File: config.mk
export PLATFORM = sky130hd
export DESIGN_NAME = ins_fetch_flat
export DESIGN_NICKNAME = d
export VERILOG_FILES = /design/src/rtl/ins_fetch_if.sv /design/src/rtl/ins_fetch.sv /design/src/flat_wrapper.sv
export SDC_FILE = /design/constraint.sdc
export NUM_CORES = 1
export LEC_CHECK = 0
export CAP_MARGIN = 5
export CORE_ASPECT_RATIO = 0.8
export CORE_MARGIN = 2
export CORE_UTILIZATION = 25
export CTS_BUF_LIST = sky130_fd_sc_hd__clkbuf_2
export CTS_CLUSTER_DIAMETER = 40
export DETAILED_ROUTE_END_ITERATION = 10
export GPL_TIMING_DRIVEN = 0
export SYNTH_ARGS = -nofsm -noshare
export SYNTH_HDL_FRONTEND = slang
export SYNTH_SLANG_ARGS = --single-unit
File: constraint.sdc
create_clock -name clk -period 5.6 [get_ports clk]
set_clock_uncertainty 0.1 [all_clocks]
set_input_delay 1.12 -clock clk [delete_from_list [all_inputs] [get_ports clk]]
set_output_delay 1.12 -clock clk [all_outputs]
set_load 0.02 [all_outputs]
File: src/rtl/ins_fetch_if.sv
// ins_fetch_if: fetch-unit bus bundle covering the memory port, redirect input and decoder issue port.
interface ins_fetch_if;
    logic        mem_req;
    logic [31:0] mem_addr;
    logic        mem_done;
    logic [31:0] mem_data;
    logic        pc_bc_flag;
    logic [31:0] pc_bc;
    logic        if_stall;
    logic [31:0] ins;
    logic        ins_flag;
    logic [31:0] ins_imm;
    logic [31:0] pc;
    modport master (
        output mem_req, mem_addr, ins, ins_flag, ins_imm, pc,
        input  mem_done, mem_data, pc_bc_flag, pc_bc, if_stall
    );
    modport slave (
        input  mem_req, mem_addr, ins, ins_flag, ins_imm, pc,
        output mem_done, mem_data, pc_bc_flag, pc_bc, if_stall
    );
endinterface

File: src/rtl/ins_fetch.sv
// ins_fetch: single-outstanding instruction fetcher with redirect/flush and a decoded-immediate issue queue.
module ins_fetch #(
    parameter int          QDEPTH   = 4,
    parameter logic [31:0] RESET_PC = 32'h0
) (
    input logic         clk,
    input logic         rst,
    input logic         rdy,
    ins_fetch_if.master bus
);
    localparam int AW = $clog2(QDEPTH);
    localparam logic [AW:0] FULL = (AW+1)'(QDEPTH);
    localparam logic [1:0] IDLE = 2'd0, WAIT = 2'd1, DROP = 2'd2;
    logic [1:0]    state;
    logic [31:0]   fetch_pc;
    logic [31:0]   pc_q  [QDEPTH];
    logic [31:0]   ins_q [QDEPTH];
    logic [31:0]   imm_q [QDEPTH];
    logic [AW-1:0] wptr, rptr;
    logic [AW:0]   count;
    logic [31:0]   w, imm;
    logic [6:0]    op;
    logic [2:0]    f3;
    logic          push, pop, flush, shamt;
    assign w     = bus.mem_data;
    assign op    = w[6:0];
    assign f3    = w[14:12];
    assign shamt = op == 7'b0010011 && (f3 == 3'b001 || f3 == 3'b101);
    assign imm   = shamt ? {27'b0, w[24:20]} :
                   (op == 7'b0000011 || op == 7'b1100111 || op == 7'b0010011) ? {{20{w[31]}}, w[31:20]} :
                   op == 7'b0100011 ? {{20{w[31]}}, w[31:25], w[11:7]} :
                   op == 7'b1100011 ? {{19{w[31]}}, w[31], w[7], w[30:25], w[11:8], 1'b0} :
                   (op == 7'b0110111 || op == 7'b0010111) ? {w[31:12], 12'b0} :
                   op == 7'b1101111 ? {{11{w[31]}}, w[31], w[19:12], w[20], w[30:21], 1'b0} : 32'h0;
    assign flush = rdy & bus.pc_bc_flag;
    assign push  = rdy & ~bus.pc_bc_flag & (state == WAIT) & bus.mem_done;
    assign pop   = rdy & ~bus.pc_bc_flag & (count != '0) & ~bus.if_stall;
    always_ff @(posedge clk) begin
        if (push) begin
            pc_q[wptr]  <= fetch_pc;
            ins_q[wptr] <= w;
            imm_q[wptr] <= imm;
        end
    end
    always_ff @(posedge clk or negedge rst) begin
        if (!rst) begin
            state        <= IDLE;
            fetch_pc     <= RESET_PC;
            wptr         <= '0;
            rptr         <= '0;
            count        <= '0;
            bus.mem_req  <= 1'b0;
            bus.mem_addr <= '0;
            bus.ins      <= '0;
            bus.ins_flag <= 1'b0;
            bus.ins_imm  <= '0;
            bus.pc       <= '0;
        end else if (!rdy) begin
            bus.ins_flag <= 1'b0;
        end else begin
            bus.ins_flag <= pop;
            if (pop) begin
                bus.ins     <= ins_q[rptr];
                bus.ins_imm <= imm_q[rptr];
                bus.pc      <= pc_q[rptr];
            end
            if (flush) begin
                wptr     <= '0;
                rptr     <= '0;
                count    <= '0;
                fetch_pc <= bus.pc_bc;
            end else begin
                if (push) begin
                    wptr     <= wptr + 1'b1;
                    fetch_pc <= fetch_pc + 32'd4;
                end
                if (pop) rptr <= rptr + 1'b1;
                count <= (push && !pop) ? count + 1'b1 : (!push && pop) ? count - 1'b1 : count;
            end
            // a redirect during an outstanding request must still absorb its mem_done
            case (state)
                IDLE: if (!bus.pc_bc_flag && count != FULL) begin
                    state        <= WAIT;
                    bus.mem_req  <= 1'b1;
                    bus.mem_addr <= fetch_pc;
                end
                WAIT: if (bus.mem_done) begin
                    state       <= IDLE;
                    bus.mem_req <= 1'b0;
                end else if (bus.pc_bc_flag) begin
                    state <= DROP;
                end
                DROP: if (bus.mem_done) begin
                    state       <= IDLE;
                    bus.mem_req <= 1'b0;
                end
                default: state <= IDLE;
            endcase
        end
    end
endmodule
File: src/flat_wrapper.sv
// flat-port wrapper written by rule: the top's interface ports become plain ports
module ins_fetch_flat 
#(
    parameter int          QDEPTH   = 4,
    parameter logic [31:0] RESET_PC = 32'h0
)
  (clk, rst, rdy, bus_mem_req, bus_mem_addr, bus_ins, bus_ins_flag, bus_ins_imm, bus_pc, bus_mem_done, bus_mem_data, bus_pc_bc_flag, bus_pc_bc, bus_if_stall);
  ins_fetch_if bus_i ();
  input logic clk;
  input logic rst;
  input logic rdy;
  output wire logic [$bits(bus_i.mem_req)-1:0] bus_mem_req;
  output wire logic [$bits(bus_i.mem_addr)-1:0] bus_mem_addr;
  output wire logic [$bits(bus_i.ins)-1:0] bus_ins;
  output wire logic [$bits(bus_i.ins_flag)-1:0] bus_ins_flag;
  output wire logic [$bits(bus_i.ins_imm)-1:0] bus_ins_imm;
  output wire logic [$bits(bus_i.pc)-1:0] bus_pc;
  input wire logic [$bits(bus_i.mem_done)-1:0] bus_mem_done;
  input wire logic [$bits(bus_i.mem_data)-1:0] bus_mem_data;
  input wire logic [$bits(bus_i.pc_bc_flag)-1:0] bus_pc_bc_flag;
  input wire logic [$bits(bus_i.pc_bc)-1:0] bus_pc_bc;
  input wire logic [$bits(bus_i.if_stall)-1:0] bus_if_stall;
  assign bus_mem_req = bus_i.mem_req;
  assign bus_mem_addr = bus_i.mem_addr;
  assign bus_ins = bus_i.ins;
  assign bus_ins_flag = bus_i.ins_flag;
  assign bus_ins_imm = bus_i.ins_imm;
  assign bus_pc = bus_i.pc;
  assign bus_i.mem_done = bus_mem_done;
  assign bus_i.mem_data = bus_mem_data;
  assign bus_i.pc_bc_flag = bus_pc_bc_flag;
  assign bus_i.pc_bc = bus_pc_bc;
  assign bus_i.if_stall = bus_if_stall;
  ins_fetch #(.QDEPTH(QDEPTH), .RESET_PC(RESET_PC)) u_core (.clk(clk), .rst(rst), .rdy(rdy), .bus(bus_i));
endmodule
## Word-level counts from Yosys, hierarchy flattened

Memories as Yosys holds them, arrays and structs flattened. A register that Yosys moved wholly into a read port is not among the register bits.
Index checks and enable logic that the tools add are counted.

| operators by class | value |
|---|---|
| add/subtract/negate cells | 5 |
| bitwise operators | 8 |
| reduce and logical (&&, ||, !) cells | 28 |
| equal/unequal tests | 17 |
| multiplexer cells | 26 |

Operators with widths:

| cell | count |
|---|---|
| $mux W32 | 8 |
| $add A32 B3 Y32 const B | 1 |
| $eq A7 B7 Y1 const B | 3 |
| $mux W2 | 8 |
| $eq A7 B5 Y1 const B | 2 |
| $eq A7 B6 Y1 const B | 2 |
| $mux W3 | 3 |
| $reduce_and A2 Y1 | 4 |
| $reduce_and A4 Y1 | 2 |
| $eq A7 B2 Y1 const B | 1 |
| $and A1 B1 Y1 | 6 |
| $logic_not A1 Y1 | 6 |
| $ne A3 B3 Y1 const B | 2 |
| $pmux W2 S3 | 1 |
| $reduce_bool A2 Y1 | 3 |
| $reduce_bool A3 Y1 | 2 |
| $mux W1 | 5 |
| $add A2 B1 Y2 const B | 2 |
| $logic_and A1 B1 Y1 | 4 |
| $logic_or A1 B1 Y1 | 4 |
| $ne A2 B1 Y1 const B | 2 |
| $add A3 B1 Y3 const B | 1 |
| $eq A3 B1 Y1 const B | 1 |
| $eq A3 B3 Y1 const B | 1 |
| 9 further kinds | 10 |

| word-level totals | value |
|---|---|
| RAM bits | 384 |
| logic and storage cells | 95 |
| output and inout bits | 130 |
| bits in registers | 75 |
| memories | 3 |
| bits of input ports | 70 |

Memory list:

| name | words | bits a word | rd ports | clocked after Yosys merged registers in | write ports | RTL line | text |
|---|---|---|---|---|---|---|---|
| u_core.imm_q | 4 | 32 | 1 | 1 | 1 | ins_fetch.sv:18 | `logic [31:0] imm_q [QDEPTH];` |
| u_core.ins_q | 4 | 32 | 1 | 1 | 1 | ins_fetch.sv:17 | `logic [31:0] ins_q [QDEPTH];` |
| u_core.pc_q | 4 | 32 | 1 | 1 | 1 | ins_fetch.sv:16 | `logic [31:0] pc_q [QDEPTH];` |

## Depth between registers and ports, before layout

| logic depth | value |
|---|---|
| depth after elaboration | 9 |
| mapped depth | 13 |
| depth with buffers taken out | 11 |

## Least setup slack after synthesis

No wires, ideal clock.

| timing path | value |
|---|---|
| path kind | input-to-reg |
| start point | input port bus_pc_bc_flag |
| end point | memory u_core.imm_q[0][0], enable pin |
| arrival | 4.137 ns |
| setup time | 0.466 ns |
| stages | 4 |
| slack | 0.898 ns |
| data required time | 5.034 ns |
| buffers on the path | 1 |
| cell sequence | nand4b_1 inv_1 clkbuf_1 and2_1 |

| on the way | value |
|---|---|
| word-level cells in the longest chain between the ends | 6 |

Ends and longest elaborated chain:

| what | RTL line | text |
|---|---|---|
| from (decl) | flat_wrapper.sv:20 | `input wire logic [$bits(bus_i.pc_bc_flag)-1:0] bus_pc_bc_flag;` |
| $not A1 Y1 | ins_fetch.sv:36 | `assign push = rdy & ~bus.pc_bc_flag & (state == WAIT) & bus.mem_done;` |
| $and A1 B1 Y1 (3 in a row) | ins_fetch.sv:36 |  |
| $mux W1 | ins_fetch.sv:39 | `if (push) begin` |
| $mux W1 (implied by the code) | ins_fetch.sv:42 | `imm_q[wptr] <= imm;` |
| to (decl) | ins_fetch.sv:18 |  |

Every way passes these cells.

## Worst setup path after layout

| timing path | value |
|---|---|
| start point | register u_core.bus.ins_imm[31] (read register of u_core.imm_q) |
| end point | output port bus_ins_imm[31] |

RTL lines:

| what | RTL line | text |
|---|---|---|
| from (decl) | ins_fetch_if.sv:15 | `output mem_req, mem_addr, ins, ins_flag, ins_imm, pc,` |
| to (decl) | flat_wrapper.sv:16 | `output wire logic [$bits(bus_i.ins_imm)-1:0] bus_ins_imm;` |

No word-level cell between the ends.

==> results.json <==
{
  "outcome": "completed",
  "share_of_synthesized_flip_flops_with_an_asynchronous_set_or_reset_pct": 30.81,
  "place.detailed.hpwl_mm": 36.85,
  "clk_root_buffer_cell": "sky130_fd_sc_hd__clkbuf_2",
  "clock_tree.buffer_depth": 3,
  "cts.reportedPaths.clkPinSlew_ps": 90,
  "tightestPinTransition_ps": 973.2,
  "post_cts_hold_buffer_count": 1,
  "chipHeight_um": 266.5,
  "switching_fraction_pct": 31.94,
  "globalRouteTotalUtil_pct": 12.63,
  "timing.final.crit_period_ps": 3668,
  "totalWireLength_mm": 55.77,
  "switchingPower_mw": 3.607,
  "post-route-worst-setup-slack_ps": 1932,
  "first_global_vias": 13019,
  "synth.net_count": 1217,
  "report.final.slew_viol_count": 0,
  "detail_route.drc_violations": 0,
  "placed_area_um2": 25120,
  "grt_most_used_layer": "met2",
  "timing.max_slew.rel_slack_pct": 35.12,
  "gp_congestion": 0.8275,
  "setup-tns-final_ps": 0,
  "synth_edf_count": 384,
  "htree_num_levels": 4,
  "pwr_density_cell_nw_per_um2": 424.9,
  "grt_overflow_total": 0,
  "area_grow_syn2layout_pct": 23.45,
  "grt_first_pass_wirelength_mm": 81.97,
  "clock-sinks": 555,
  "critical_path.max_fanout": 2,
  "die-area_um2": 88490,
  "synth-seq-cells": 555,
  "p_seq_share_pct": 47.6,
  "peakVddDrop_mv": 0.1392,
  "timing.final.hold_violations": 0,
  "finish.instance_area_um2": 26580,
  "p_total_mw": 11.29,
  "cp-end-kind": "output pin",
  "synthFlopType": "sky130_fd_sc_hd__edfxtp_1",
  "cap_viol_max_count": 0,
  "commonest_cells_after_routing_fill_and_taps_aside": "384 x sky130_fd_sc_hd__edfxtp_1, 227 x sky130_fd_sc_hd__clkbuf_2, 198 x sky130_fd_sc_hd__clkdlybuf4s50_1",
  "arrival_ps": 2450,
  "combPwrFrac_pct": 26.5,
  "drtPass1Iterations": 5,
  "drt-vias-per-instance": 4.399,
  "crit_slowest_cell": "sky130_fd_sc_hd__clkdlybuf4s50_1",
  "worstPathCellList": "clkdlybuf4s50_1",
  "syn_area_um2": 21530,
  "globalRouteMet1Util_pct": 16.33,
  "cts-resized-gates": 0,
  "grt.met2_usage_pct": 19.48,
  "layout-drive-gt1-share_pct": 32.57,
  "postSynthAreaPerCell_um2": 18.93,
  "timing.setup.critical_path_class": "reg -> out",
  "setup_viol": 0,
  "yosys_warnings": 0,
  "tritoncts": "done",
  "cts_made_buffers": 149,
  "start_kind": "flip-flop",
  "fin_util_pct": 31.08,
  "use_met3_pct": 4.149,
  "chipWidth_um": 332.1,
  "initial_antenna_violation_count": 7,
  "drtAntennaViolNets": 0,
  "synthDistinctLibCells": 61,
  "placeableCoreArea_um2": 85520,
  "yosysSeqAreaShare_pct": 73.44,
  "initial_utilization_pct": 25.17,
  "grt_max_degree": 104,
  "mostFrequentLayoutCell": "sky130_fd_sc_hd__edfxtp_1",
  "critical_path_buf_inv_count": 1,
  "syn_inst": 1137,
  "worstSkewPairLatency_ps": 1320,
  "io_pins": 200,
  "core.rowCount": 96,
  "worst_hold_path_type": "in -> async",
  "timing.critical_path.max_delay_family": "buffers and inverters",
  "wire_per_inst_um": 20.26,
  "worstPathRequired_ps": 4380,
  "place_worst_setup_slack_ps": 1002,
  "max_clock_freq_mhz": 272.6,
  "grt_setup_unrepaired": "no",
  "power_report.internal_total_mw": 7.687,
  "nets": 1575,
  "cpPeakStageDelay_ps": 670,
  "count_of_buffers_from_port_buffering": 199,
  "detail_route.iter0.violations": 813,
  "static-leakage-power_nw": 9.470,
  "clock_power_share_pct": 25.9,
  "post-route-period-util_pct": 65.50,
  "num_vias": 12110,
  "post_cts.repair.setup_buffers": 0
}
[layer usage]
metal,share of wire [%],wire length (µm)
met3,7.0,3923
met2,46,25850
met1,44,24680
met5,0.068,38
met4,2.3,1270
[per-stage QoR]
| step | instances | hold slack [ps] |
|---|---|---|
| after floorplan | 1137 | 371.0 |
| after global placement | 2463 | 389.5 |
| after detailed placement | 2470 | 394.5 |
| after CTS | 2745 | 74.79 |
| after global routing | 2749 | 156.7 |
| final | 2753 | 271.0 |
[power groups by stage]
stage	clock network, mW	logic (mW)	registers [mW]
2_1_floorplan	0	1.07	5.90
3_5_place_dp	0	3.05	5.48
3_3_place_gp	0	3.00	5.47
4_1_cts	3.06	3.06	5.39
5_1_grt	3.27	3.20	5.45
6_report	2.92	3.00	5.38
[registers in the layout, summed over array words and instances, names as in the netlist, 3 cells and up]
signal	flops
u_core.ins_q	128
u_core.bus.pc	32
u_core.bus.ins	32
u_core.bus.mem_addr	32
u_core.pc_q	128
u_core.bus.ins_imm	32
u_core.imm_q	128
u_core.count	3
u_core.fetch_pc	32
[cells in the mapped netlist (3+ instances only)]
| cell type | number | area (µm²) |
|---|---|---|
| sky130_fd_sc_hd__ha_1 | 9 | 112.6 |
| sky130_fd_sc_hd__xnor2_1 | 4 | 35.03 |
| sky130_fd_sc_hd__nand3_1 | 18 | 90.09 |
| sky130_fd_sc_hd__edfxtp_1 | 384 | 11530 |
| sky130_fd_sc_hd__and2_1 | 13 | 81.33 |
| sky130_fd_sc_hd__xor2_1 | 12 | 105.1 |
| sky130_fd_sc_hd__a311oi_1 | 3 | 26.28 |
| sky130_fd_sc_hd__a211oi_1 | 4 | 30.03 |
| sky130_fd_sc_hd__inv_1 | 13 | 48.80 |
| sky130_fd_sc_hd__clkbuf_1 | 25 | 93.84 |
| sky130_fd_sc_hd__and3_1 | 4 | 25.02 |
| sky130_fd_sc_hd__mux2_2 | 129 | 1453 |
| sky130_fd_sc_hd__a22oi_1 | 3 | 22.52 |
| sky130_fd_sc_hd__mux4_2 | 96 | 2162 |
| sky130_fd_sc_hd__nand2_1 | 42 | 157.7 |
| sky130_fd_sc_hd__buf_2 | 30 | 150.1 |
| sky130_fd_sc_hd__nand4_1 | 9 | 56.30 |
| sky130_fd_sc_hd__dfrtp_1 | 171 | 4279 |
| sky130_fd_sc_hd__a31oi_1 | 5 | 31.28 |
| sky130_fd_sc_hd__o22ai_1 | 5 | 31.28 |
| sky130_fd_sc_hd__a21o_1 | 10 | 75.07 |
| sky130_fd_sc_hd__o21ai_0 | 34 | 170.2 |
| sky130_fd_sc_hd__a21oi_1 | 10 | 50.05 |
| sky130_fd_sc_hd__o311ai_0 | 3 | 26.28 |
| sky130_fd_sc_hd__nor3_1 | 10 | 50.05 |
| sky130_fd_sc_hd__nor2_1 | 38 | 142.6 |
| sky130_fd_sc_hd__a22o_1 | 5 | 43.79 |
| sky130_fd_sc_hd__or4_1 | 3 | 22.52 |
[area by class of cell]
type                            instances  area, µm²
Clock inverter                         47      287.8
Sequential cell                       555      15810
Buffer                                 55      244.0
Timing Repair Buffer                  207       2185
Inverter                               13      48.80
Multi-Input combinational cell        514       5435
Clock buffer                          227       1136
Fill cell                            8419      58950
Tap cell                             1127       1410
Antenna cell                            8      20.02
[cells by family after synthesis]
| family | Yosys count | share of synthesized area [%] |
|---|---|---|
| DFF | 555 | 73.44 |
| muxes | 226 | 16.84 |
| and+or+nand+nor | 159 | 3.906 |
| AOI/OAI and AO/OA | 103 | 3.191 |
| buffers and inverters | 68 | 1.360 |
| xor gates and xnor gates | 16 | 0.6509 |
| adders and majority gates | 10 | 0.6161 |
[worst paths after layout]
| check | startpoint | end | slack, ps | cells after the start |
|---|---|---|---|---|
| max | u_core.bus.ins_imm[31]$_DFFE_PN0P_ | bus_ins_imm[31] | 1930 | 1 |
| min | rst | u_core.bus.ins[20]$_DFFE_PN0P_ | 270 | 2 |
| max reg2reg | u_core.state[1]$_DFFE_PN0P_ | u_core.imm_q[3][26]$_DFFE_PP_ | 1940 | 7 |
| min reg2reg | u_core.bus.ins[2]$_DFFE_PN0P_ | u_core.bus.ins[2]$_DFFE_PN0P_ | 410 | 1 |
| max in group asynchronous | rst | u_core.bus.pc[22]$_DFFE_PN0P_ | 4000 | 3 |
| min in group clk | bus_pc_bc[15] | u_core.fetch_pc[15]$_DFFE_PN0P_ | 290 | 3 |
Power figures use the tool's default switching activity.
